===== src/rtl/strided_buf_sched.sv =====
// Write/read scheduler for a column-strided line buffer: streams input columns into the buffer
// and issues {ox, y, cw} read commands once K columns of the current window have settled.
module strided_buf_sched #(
    parameter int N_BUF_X    = 5,
    parameter int K          = 3,
    parameter int B_DSHAPE   = 48,
    parameter int B_COORD    = 8,
    parameter int DATA_WIDTH = 64
) (
    input  logic                  clk,
    input  logic                  rstn,
    input  logic [B_DSHAPE-1:0]   dshape,
    input  logic                  start,
    input  logic                  abort,
    input  logic                  s_valid,
    output logic                  s_ready,
    input  logic [DATA_WIDTH-1:0] s_data,
    output logic                  buf_clr,
    output logic                  buf_en,
    output logic [DATA_WIDTH-1:0] buf_di,
    output logic                  m_valid,
    input  logic                  m_ready,
    output logic [3*B_COORD-1:0]  m_coord,
    output logic [2:0]            m_slot,
    output logic                  m_last,
    output logic                  busy,
    output logic                  done,
    output logic                  err
);

    localparam int CW = B_COORD + 1;
    localparam logic [15:0] COORD_MAX = 16'((1 << B_COORD) - 1);
    localparam logic [15:0] K16       = 16'(K);

    typedef enum logic [1:0] {IDLE, CLEAR, RUN, DONE} state_t;

    state_t state, state_nx;
    logic   aborting;

    logic [15:0] in_w, in_h, in_c;
    logic [9:0]  in_n_cw;
    logic        shape_ok;

    logic [CW-1:0] w_q, h_q, ox_last_q;
    logic [9:0]    n_cw_q;
    logic [15:0]   col_words_q;

    logic [15:0]   word_cnt;
    logic [CW-1:0] cols_wr, cols_rel, avail_d1, avail_d2, cols_avail;
    logic [B_COORD-1:0] ox, y;
    logic [9:0]    cw;
    logic [2:0]    slot;

    logic          s_fire, m_fire, cw_last, y_last, ox_last;
    logic [CW-1:0] need_cols, occupancy;

    assign in_w    = dshape[47:32];
    assign in_h    = dshape[31:16];
    assign in_c    = dshape[15:0];
    assign in_n_cw = in_c[15:6];
    assign shape_ok = (in_n_cw != '0) && (in_h != '0) && (in_h <= COORD_MAX) &&
                      (in_w >= K16) && (in_w <= COORD_MAX);

    assign cw_last   = (cw == n_cw_q - 10'd1);
    assign y_last    = ({1'b0, y} == h_q - CW'(1));
    assign ox_last   = ({1'b0, ox} == ox_last_q);
    assign need_cols = {1'b0, ox} + CW'(K);
    assign occupancy = cols_wr - cols_rel;

    // abort masks both handshakes so nothing is written or issued in the cycle it is seen
    assign s_ready = (state == RUN) && !abort && (cols_wr < w_q) && (occupancy < CW'(N_BUF_X));
    assign m_valid = (state == RUN) && !abort && (cols_avail >= need_cols);
    assign s_fire  = s_valid && s_ready;
    assign m_fire  = m_valid && m_ready;
    assign m_coord = {ox, y, B_COORD'(cw)};
    assign m_slot  = slot;
    assign m_last  = m_valid && ox_last && y_last && cw_last;
    assign busy    = (state != IDLE);
    assign buf_clr = (state == CLEAR);
    assign done    = (state == DONE) && !abort;

    // NOTE: every output of a combinational block gets a default first, so no path infers a latch.
    always_comb begin
        state_nx = state;
        case (state)
            IDLE:    if (start && shape_ok) state_nx = CLEAR;
            CLEAR:   state_nx = (aborting || abort) ? IDLE : RUN;
            RUN: begin
                if (abort)                 state_nx = CLEAR;
                else if (m_fire && m_last) state_nx = DONE;
            end
            DONE:    state_nx = abort ? CLEAR : IDLE;
            default: state_nx = IDLE;
        endcase
    end

    // NOTE: state registers use non-blocking assignments so all flops update from pre-edge values.
    always_ff @(posedge clk or negedge rstn) begin
        if (!rstn) begin
            state    <= IDLE;
            aborting <= 1'b0;
            err      <= 1'b0;
            buf_en   <= 1'b0;
            buf_di   <= '0;
        end else begin
            state    <= state_nx;
            aborting <= abort && ((state == RUN) || (state == DONE));
            err      <= (state == IDLE) && start && !shape_ok;
            buf_en   <= s_fire;
            if (s_fire) buf_di <= s_data;
        end
    end

    // NOTE: these are plain flops, not a memory array, so resetting all of them is cheap and keeps
    // the first job after reset identical to one after power-up.
    always_ff @(posedge clk or negedge rstn) begin
        if (!rstn) begin
            w_q         <= '0;
            h_q         <= '0;
            ox_last_q   <= '0;
            n_cw_q      <= '0;
            col_words_q <= '0;
        end else if ((state == IDLE) && start && shape_ok) begin
            w_q         <= in_w[CW-1:0];
            h_q         <= in_h[CW-1:0];
            ox_last_q   <= in_w[CW-1:0] - CW'(K);
            n_cw_q      <= in_n_cw;
            col_words_q <= {6'd0, in_n_cw} * in_h;
        end
    end

    always_ff @(posedge clk or negedge rstn) begin
        if (!rstn) begin
            word_cnt   <= '0;
            cols_wr    <= '0;
            cols_rel   <= '0;
            avail_d1   <= '0;
            avail_d2   <= '0;
            cols_avail <= '0;
            ox         <= '0;
            y          <= '0;
            cw         <= '0;
            slot       <= '0;
        end else if (state == CLEAR) begin
            word_cnt   <= '0;
            cols_wr    <= '0;
            cols_rel   <= '0;
            avail_d1   <= '0;
            avail_d2   <= '0;
            cols_avail <= '0;
            ox         <= '0;
            y          <= '0;
            cw         <= '0;
            slot       <= '0;
        end else begin
            // Three-stage delay matches the buffer's internal write pipeline.
            avail_d1   <= cols_wr;
            avail_d2   <= avail_d1;
            cols_avail <= avail_d2;

            if (s_fire) begin
                if (word_cnt == col_words_q - 16'd1) begin
                    word_cnt <= '0;
                    cols_wr  <= cols_wr + CW'(1);
                end else begin
                    word_cnt <= word_cnt + 16'd1;
                end
            end

            if (m_fire) begin
                if (cw_last) begin
                    cw <= '0;
                    if (y_last) begin
                        y        <= '0;
                        ox       <= ox + B_COORD'(1);
                        slot     <= (slot == 3'(N_BUF_X - 1)) ? 3'd0 : slot + 3'd1;
                        cols_rel <= cols_rel + CW'(1);
                    end else begin
                        y <= y + B_COORD'(1);
                    end
                end else begin
                    cw <= cw + 10'd1;
                end
            end
        end
    end

endmodule

===== config.mk =====
export PLATFORM = sky130hd
export DESIGN_NAME = strided_buf_sched
export DESIGN_NICKNAME = d
export VERILOG_FILES = /design/src/rtl/strided_buf_sched.sv
export SDC_FILE = /design/constraint.sdc
export NUM_CORES = 1
export LEC_CHECK = 0
export CAP_MARGIN = 20
export CORE_MARGIN = 2
export CORE_UTILIZATION = 50
export DETAILED_ROUTE_END_ITERATION = 12
export GPL_ROUTABILITY_DRIVEN = 0
export MAX_ROUTING_LAYER = met4
export PLACE_DENSITY = 0.74
export SETUP_SLACK_MARGIN = 0.3
export SLEW_MARGIN = 20
export SYNTH_ARGS = -nofsm -noshare
export SYNTH_HDL_FRONTEND = slang
export SYNTH_SLANG_ARGS = --single-unit

===== constraint.sdc =====
create_clock -name clk -period 8.47 [get_ports clk]
set_input_delay 0.847 -clock clk [delete_from_list [all_inputs] [get_ports clk]]
set_output_delay 0.847 -clock clk [all_outputs]
set_load 0.02 [all_outputs]

# After elaboration in Yosys (flattened, before gate mapping)
# Index checks and enable logic that the tools add are counted.
[op_classes] n_addsub=13 n_mul=1 order_cmp=6 eq_ne=10 n_mux=35 reduce_logical=37
[ops] op="9-bit 2-to-1 mux" count=10
[ops] op="8-bit 2-to-1 mux" count=8
[ops] op="16-bit 2-to-1 mux" count=3
[ops] op="16-bit by 8-bit less-or-equal comparator with 1-bit output (second input constant)" count=2
[ops] op="10-bit 2-to-1 mux" count=3
[ops] op="1-bit logical AND" count=20
[ops] op="9-bit by 1-bit adder with 9-bit output (second input constant)" count=2
[ops] op="8-bit by 9-bit equality test with 1-bit output" count=2
[ops] op="16-bit by 1-bit adder with 16-bit output (second input constant)" count=1
[ops] op="8-bit by 1-bit adder with 8-bit output (second input constant)" count=2
[ops] op="16-bit equality test" count=1
[ops] op="16-bit by 2-bit >= comparator with 1-bit output (second input constant)" count=1
[ops] op="10-bit by 16-bit multiplier with 16-bit output" count=1
[ops] op="16-bit nonzero test" count=1
[ops] op="16-bit by 1-bit subtractor with 16-bit output (second input constant)" count=1
[ops] op="3-bit 2-to-1 mux" count=5
[ops] op="2-bit nonzero test" count=6
[ops] op="10-bit by 1-bit adder with 10-bit output (second input constant)" count=1
[ops] op="10-bit equality test" count=1
[ops] op="10-bit nonzero test" count=1
[ops] op="10-bit by 1-bit subtractor with 10-bit output (second input constant)" count=1
[ops] op="8-bit by 2-bit adder with 9-bit output (second input constant)" count=1
[ops] op="9-bit >= comparator" count=1
[ops] op="9-bit by 3-bit less-than comparator with 1-bit output (second input constant)" count=1
[ops] op="18 further kinds" count=26
[totals] register_bits=212 inputBits=118 elab_cells=122

# Longest topological paths before layout
# Gate-level depths: netlist of the first run.
[depth] ltp_word=10 mapped_depth=19 mapped_depth_nobuf=18

# Worst setup path before layout of the first run
# OpenSTA, ideal clock, no wires.
[synth_timing] path_kind="input to register" startpoint="input port dshape[9]" endpoint="register col_words_q[14]" setup_ns=0.134 arrival_ns=5.287 t_required_ns=8.336 path_slack_ns=3.049 path_stages=19 path_buffers=1 cell_sequence="clkbuf_1 > nand2_1 > fa_1 > inv_1 > fa_1 > inv_1 > fa_1 > inv_1 > fa_1 > inv_1 > fa_1 > inv_1 > ha_1 > a21o_1 > a31oi_1 > o21ai_0 > o41ai_1 > xor2_1 > o21ai_0"
[synth_via] elab_chain_len=6
[synth_rtl] element="start, declared" line="12" text="input logic [B_DSHAPE-1:0] dshape,"
[synth_rtl] element="parallel branches: the longest is 6 deep, another holds 10-bit by 16-bit multiplier with 16-bit output"
[synth_rtl] element="end signal, assigned" line="128" text="col_words_q <= {6'd0, in_n_cw} * in_h;"
[synth_rtl] element="end, declared" line="46" text="logic [15:0] col_words_q;"
# Parallel ways; which one is timed is not known.
# A chain may end at the register's enable or synchronous reset.

# Worst setup path in the final report of the first run
# Ends and elaborated chain as after synthesis.

==> impl_metrics.ini, run 1 <==
[sta]
relSlewSlack_pct = 35.8
timing.fmax_mhz = 169
fin_setup_tns_ns = 0
fin_crit_ns = 5.90
period_share_pct = 69.7
slew_violations = 0
tightest_slew_ns = 0.963
hold_viol_final = 0
rsz0062_at_grt = false
finalSetupViolCount = 0
clock_skew_ns = 0.0250

[route]
wl_per_cell_um = 17.3
drt-initial-drc-count = 704
wl_met3_um = 2010
top_layer_used = met4
drc = 0
wl_met1_um = 15100
dr.pass1.iters = 7
viasPerCell = 5.64
finalWirelength_um = 36000
num_vias = 11700
ant_nets = 0
route.met2.wl_um = 18200

[synth]
ys_types = 75
syn-cell-area_um2 = 15000
netlist_instances = 1504
ys_ff_latch = 212
synth_top_cells_by_area = dfrtp_1 (35%), fa_1 (9.5%), mux2_4 (6.3%)
syn_avg_cell_area_um2 = 9.97
yosysTopAreaCellShare_pct = 35.4
yosysSeqAreaShare_pct = 35.4
ys_async_sr_fraction_pct = 100
synth_edf_count = 0
yosys.area.top_type = dfrtp_1
syn_nets = 1761
yosys_most_used_dff = dfrtp_1
yosysWarningCount = 0

[cts]
cts_setup_buffers = 0
clock-sinks = 212
cts_buffers = 25
clockRootBuffer = clkbuf_16
holdBufCountCts = 0
cts_tree = done
cts-resized-gates = 0
insertion_delay_ns = 0.52
h-tree-depth = 1
cts_buffer_depth = 3
path_clk_slew_ns = 0.06

[global_route]
grt_pass1_vias = 11800
grt_start_max_net_pins = 75
grt_overflow = 0
antenna_found_initial = 0
track_usage_pct = 23.9
grt_pass1_wl_um = 59600

[placed_design]
port_buffers = 210
dp_hpwl_um = 26000

[critical_path]
start_kind = input pin
worstSetupEndpointType = register
r2r-end = buf_di[0]
reg2reg_slack_ns = 4.14
crit_path_max_fanout = 15
reg2reg_from = cols_wr[0]
cp.arrival_ns = 6.26
critPathKind = in -> reg
reg2reg_depth = 11
worst_ep_required_time_ns = 8.83

[die]
die_area_um2 = 31400
rows = 63
die_y_um = 177
boundaryPins = 217
coreArea_um2 = 29600
start_util_pct = 50.7
die_w_um = 177

[cells_and_area]
antennaDiodeCount = 0
area_growth_pct = 20.8
fin_nets = 1928
finish.utilization_pct = 61.3
layout-drive-gt1-share_pct = 10.6
seqCellArea_um2 = 5310
multi_input_area_um2 = 8810
nFillCells = 2474

[run]
cap_violations = 0

[worst_hold_path]
worstHoldPathType = in -> async

[power]
leakagePower_nw = 8.55
ir_drop_mv = 0.151
cellPowerDensity_nw_per_um2 = 178

[run_status]
status = complete, no violations
-- per-stage QoR --
stage	cells	cell area, µm²	worst slack (ns)	total power [W]	hold slack (ns)
2_1_floorplan	1504	15000	3.05	0.00188	0.428
6_report	2079	18100	2.57	0.00321	0.307
4_1_cts	2079	18100	2.60	0.00326	0.333
3_3_place_gp	2034	17300	2.12	0.00214	0.431
5_1_grt	2079	18100	2.28	0.00345	0.357
3_5_place_dp	2034	17300	2.10	0.00217	0.434
-- layer usage --
metal | GRT usage (%) | vias to the layer above
li1 | - | 5527
met1 | 29.4 | 5814
met2 | 41.7 | 337
met3 | 3.37 | 55
met4 | 5.58 | 0
met5 | - | -
-- Yosys cell counts (all sizes together), types with 3 or more instances --
cell / count
and3b: 3
o211ai: 4
nor3b: 14
mux2: 103
nand2b: 9
o21ai: 52
nand3b: 4
a311oi: 4
o221ai: 14
nor4: 32
a32o: 7
or4: 12
or2: 8
a31o: 7
xor2: 35
a211oi: 6
nor2: 55
clkbuf: 54
fa: 71
a21o: 7
nand3: 49
o21bai: 5
o311ai: 3
dfrtp: 212
nand2: 148
nand4: 15
inv: 128
a211o: 4
nor3: 34
and4: 4
o31ai: 11
o22ai: 3
xnor2: 55
or3: 11
mux2i: 10
and2: 89
a21oi: 41
nor2b: 10
a31oi: 16
o21a: 6
o2111ai: 4
and3: 28
buf: 28
ha: 68
-- how the worst max path moves through the flow --
stage	start	to	slack, ns
floorplan	dshape[9]	col_words_q[14]	3.05
global placement	dshape[9]	col_words_q[14]	2.12
detailed placement	dshape[9]	col_words_q[14]	2.10
CTS	dshape[21]	col_words_q[14]	2.60
global route	dshape[9]	col_words_q[14]	2.28
finish	dshape[9]	col_words_q[14]	2.57
-- state kept, by name, indices dropped and copies added (netlist names), 2 cells and up --
name         cells
buf_di          64
col_words_q     16
word_cnt        16
cw              10
n_cw_q          10
avail_d1         9
avail_d2         9
cols_avail       9
cols_rel         9
cols_wr          9
h_q              9
ox_last_q        9
w_q              9
ox               8
y                8
m_slot           3
state            2
-- cell usage in the layout (no fill, tap or decap), types with 14 or more instances in the layout --
cell type          n
ha_1              68
a31oi_1           16
inv_1            128
and2_1            88
nor3_1            33
nand3_1           47
nor4_1            25
nor3b_1           14
xor2_1            35
a21oi_1           41
nand2_1          148
o21ai_0           49
and3_1            28
xnor2_1           55
fa_1              71
dfrtp_1          212
o221ai_1          14
mux2_4            63
nor2_1            55
mux2_2            32
clkdlybuf4s50_1  209
nand4_1           15
clkbuf_16         25
-- power breakdown --
| part | total, W | switching (W) | internal [W] |
|---|---|---|---|
| logic | 0.00110 | 0.000590 | 0.000505 |
| registers | 0.00105 | 0.0000209 | 0.00103 |
| clock network | 0.00107 | 0.000430 | 0.000640 |
| total | 0.00321 | 0.00104 | 0.00217 |
-- critical path, cell delays in order --
cell and delay [ns]:
clkdlybuf4s50_1 0.88, nand2_1 0.17, fa_1 0.56, inv_1 0.05
fa_1 0.50, inv_1 0.05, fa_1 0.47, inv_1 0.05
fa_1 0.53, inv_1 0.05, fa_1 0.52, inv_1 0.04
ha_1 0.35, a21o_1 0.20, a31oi_1 0.20, o21ai_0 0.17
o41ai_1 0.33, xor2_1 0.17, o21ai_0 0.08
-- cell type report --
class,instances,share of cell area [%]
clock buffers,33,3.84
well taps,390,2.70
clock inverters,12,0.698
repair buffers,222,12.1
multi-input cells,1082,48.7
flip-flops and latches,212,29.3
inverters,128,2.65
-- logic make-up after synthesis --
| group | after synthesis | share of synthesized area, % |
|---|---|---|
| AO/OA/AOI/OAI | 208 | 9.30 |
| XOR/XNOR | 90 | 5.26 |
| adder cells (fa/ha/maj) | 139 | 15.2 |
| buffers and inverters | 210 | 5.92 |
| flip-flops | 212 | 35.4 |
| multiplexers | 113 | 9.98 |
| AND/OR/NAND/NOR | 532 | 19.0 |
No activity file was read; power rests on OpenSTA's default activity.
==> run 2, diff against run 1 <==
- clock period: 8.47 -> 5.5 ns (I/O delays scaled with it)
==> run 2 against run 1 <==
  * Clock-buffer cell count is 5 lower
  * Register-to-register slack worse by 2.7 ns
  * Via count increased by 0.57%
  * Flip-flop and latch count is the same
  * Largest power group unchanged
  * Highest routed layer unchanged
==> impl_metrics.ini, run 2 (synthesis results as in run 1) <==
[run_status]
status = complete, no violations

[die]
die_area_um2 = 31400
start_util_pct = 50.7
die_y_um = 177
die_w_um = 177
coreArea_um2 = 29600
rows = 63
boundaryPins = 217

[critical_path]
crit_path_max_fanout = 4
critPathKind = in -> reg
cp.arrival_ns = 5.34
worst_ep_required_time_ns = 5.87
worstSetupEndpointType = register
start_kind = input pin

[global_route]
track_usage_pct = 23.7
grt_pass1_wl_um = 59100
antenna_found_initial = 1
grt_overflow = 0
grt_start_max_net_pins = 129
grt_pass1_vias = 11700

[run]
cap_violations = 0

[route]
drt-initial-drc-count = 644
num_vias = 11800
ant_nets = 0
drc = 0
finalWirelength_um = 36300
viasPerCell = 5.55
dr.pass1.iters = 5
wl_per_cell_um = 17.1

[sta]
fin_ws_ns = 0.522
relSlewSlack_pct = 34.4
finalSetupViolCount = 0
tightest_slew_ns = 0.980
fin_setup_tns_ns = 0
fin_crit_ns = 4.98
clock_skew_ns = 0.0205
slew_violations = 0
period_share_pct = 90.5
timing.fmax_mhz = 201
rsz0062_at_grt = true
hold_viol_final = 0

[cells_and_area]
top_regs = buf_di: 64 flops, col_words_q: 16 flops, word_cnt: 16 flops
mostFrequentLayoutCells = dfrtp_1 (212), clkdlybuf4s50_1 (205), nand2_1 (148)
final_common_cell = dfrtp_1
area_growth_pct = 23.6
nFillCells = 2429
layout-drive-gt1-share_pct = 13.3
multi_input_area_um2 = 8840
largest_register_ffs = 64
fin_nets = 1976
seqCellArea_um2 = 5310
top_register = buf_di
antennaDiodeCount = 0

[cts]
cts_buffer_depth = 3
insertion_delay_ns = 0.52
cts_setup_buffers = 0
path_clk_slew_ns = 0.06
clockRootBuffer = clkbuf_16
clock-sinks = 212
cts_tree = done
cts_buffers = 24
h-tree-depth = 1

[placed_design]
post-place-ws_ns = -0.170
port_buffers = 210
dp_hpwl_um = 26900

[power]
power.total_w = 0.00512
cellPowerDensity_nw_per_um2 = 276
leakagePower_nw = 8.83
ir_drop_mv = 0.257

[worst_hold_path]
worstHoldPathType = reg -> reg
==> run 2: cell types whose count changed in the layout (fill, tap and decap cells not counted), sizes merged <==
cell,before,now
buf,12,61
dlymetal6s2s,0,4
bufinv,2,3
clkbuf,34,28
clkdlybuf4s50,209,205
dlygate4sd3,0,1
clkinvlp,2,3
==> run 2: repair_timing <==
| action | 4_1_cts | 5_1_grt |
|---|---|---|
| endpoints found under the hold margin | 0 | 32 |
| resized for setup | 0 | 12 |
| hold buffers | 0 | 1 |
| endpoints found under the setup margin | 0 | 5 |
==> run 2: worst paths after layout <==
kind | endpoint | cells after the start | slack (ns) | start
worst max-delay path | col_words_q[14] | 19 | 0.52 | dshape[9]
worst min-delay path | avail_d2[2] | 1 | 0.44 | avail_d1[2]
worst max register to register | buf_di[8] | 11 | 1.45 | cols_wr[0]
worst min register to register | avail_d2[2] | 1 | 0.44 | avail_d1[2]
max in group asynchronous | buf_di[6] | 4 | 3.65 | rstn
min in group asynchronous | ox[2] | 2 | 0.48 | rstn
==> run 2: where the power goes <==
part           switching [W]  total [W]  internal (W)
sequential         0.0000314    0.00161       0.00158
clock               0.000666    0.00165      0.000983
combinational       0.000952    0.00186      0.000905
==> run 2: worst max-delay path, cell delays in order <==
cell and delay, ns:
clkdlybuf4s50_1 0.52, nand2_1 0.09, fa_1 0.54, inv_1 0.06
fa_1 0.49, inv_1 0.05, fa_1 0.48, inv_1 0.06
fa_1 0.52, inv_1 0.05, fa_1 0.53, inv_1 0.04
ha_1 0.33, a21o_1 0.19, a31oi_1 0.20, o21ai_1 0.15
o41ai_2 0.25, xor2_1 0.16, o21ai_0 0.08
==> run 2: layout make-up <==
type	count	share of cell area, %
clock buffer	28	3.49
clock inverter	14	0.864
inverter	128	2.59
multi-input combinational	1082	47.7
sequential	212	28.6
tap	390	2.63
timing repair buffer	271	14.1
==> run 2: through the flow <==
stage | utilization [%] | cells | hold WS, ns | instance area, µm²
after floorplan | - | 1504 | 0.254 | 15000
after global placement | 59.7 | 2081 | 0.432 | 17600
after detailed placement | 59.7 | 2081 | 0.432 | 17600
after CTS | 62.4 | 2123 | 0.256 | 18400
after global routing | 62.7 | 2125 | 0.466 | 18500
final | 62.7 | 2125 | 0.442 | 18500
==> run 2: routing by layer <==
layer  routed length [µm]  GRT usage, %  part of all wire (%)  vias to the layer above
li1                     -             -                     -                     5628
met1                15500          30.2                    43                     5778
met2                18000          40.1                    49                      335
met3                 1970          2.79                   5.4                       59
met4                  820          6.16                   2.3                        0
met5                    0             -                     0                        -
==> run 3, diff against run 2 <==
- TNS_END_PERCENT: not set -> 100
==> results of run 3 <==
The final DEF is identical to that of run 2; final timing and power are the same.
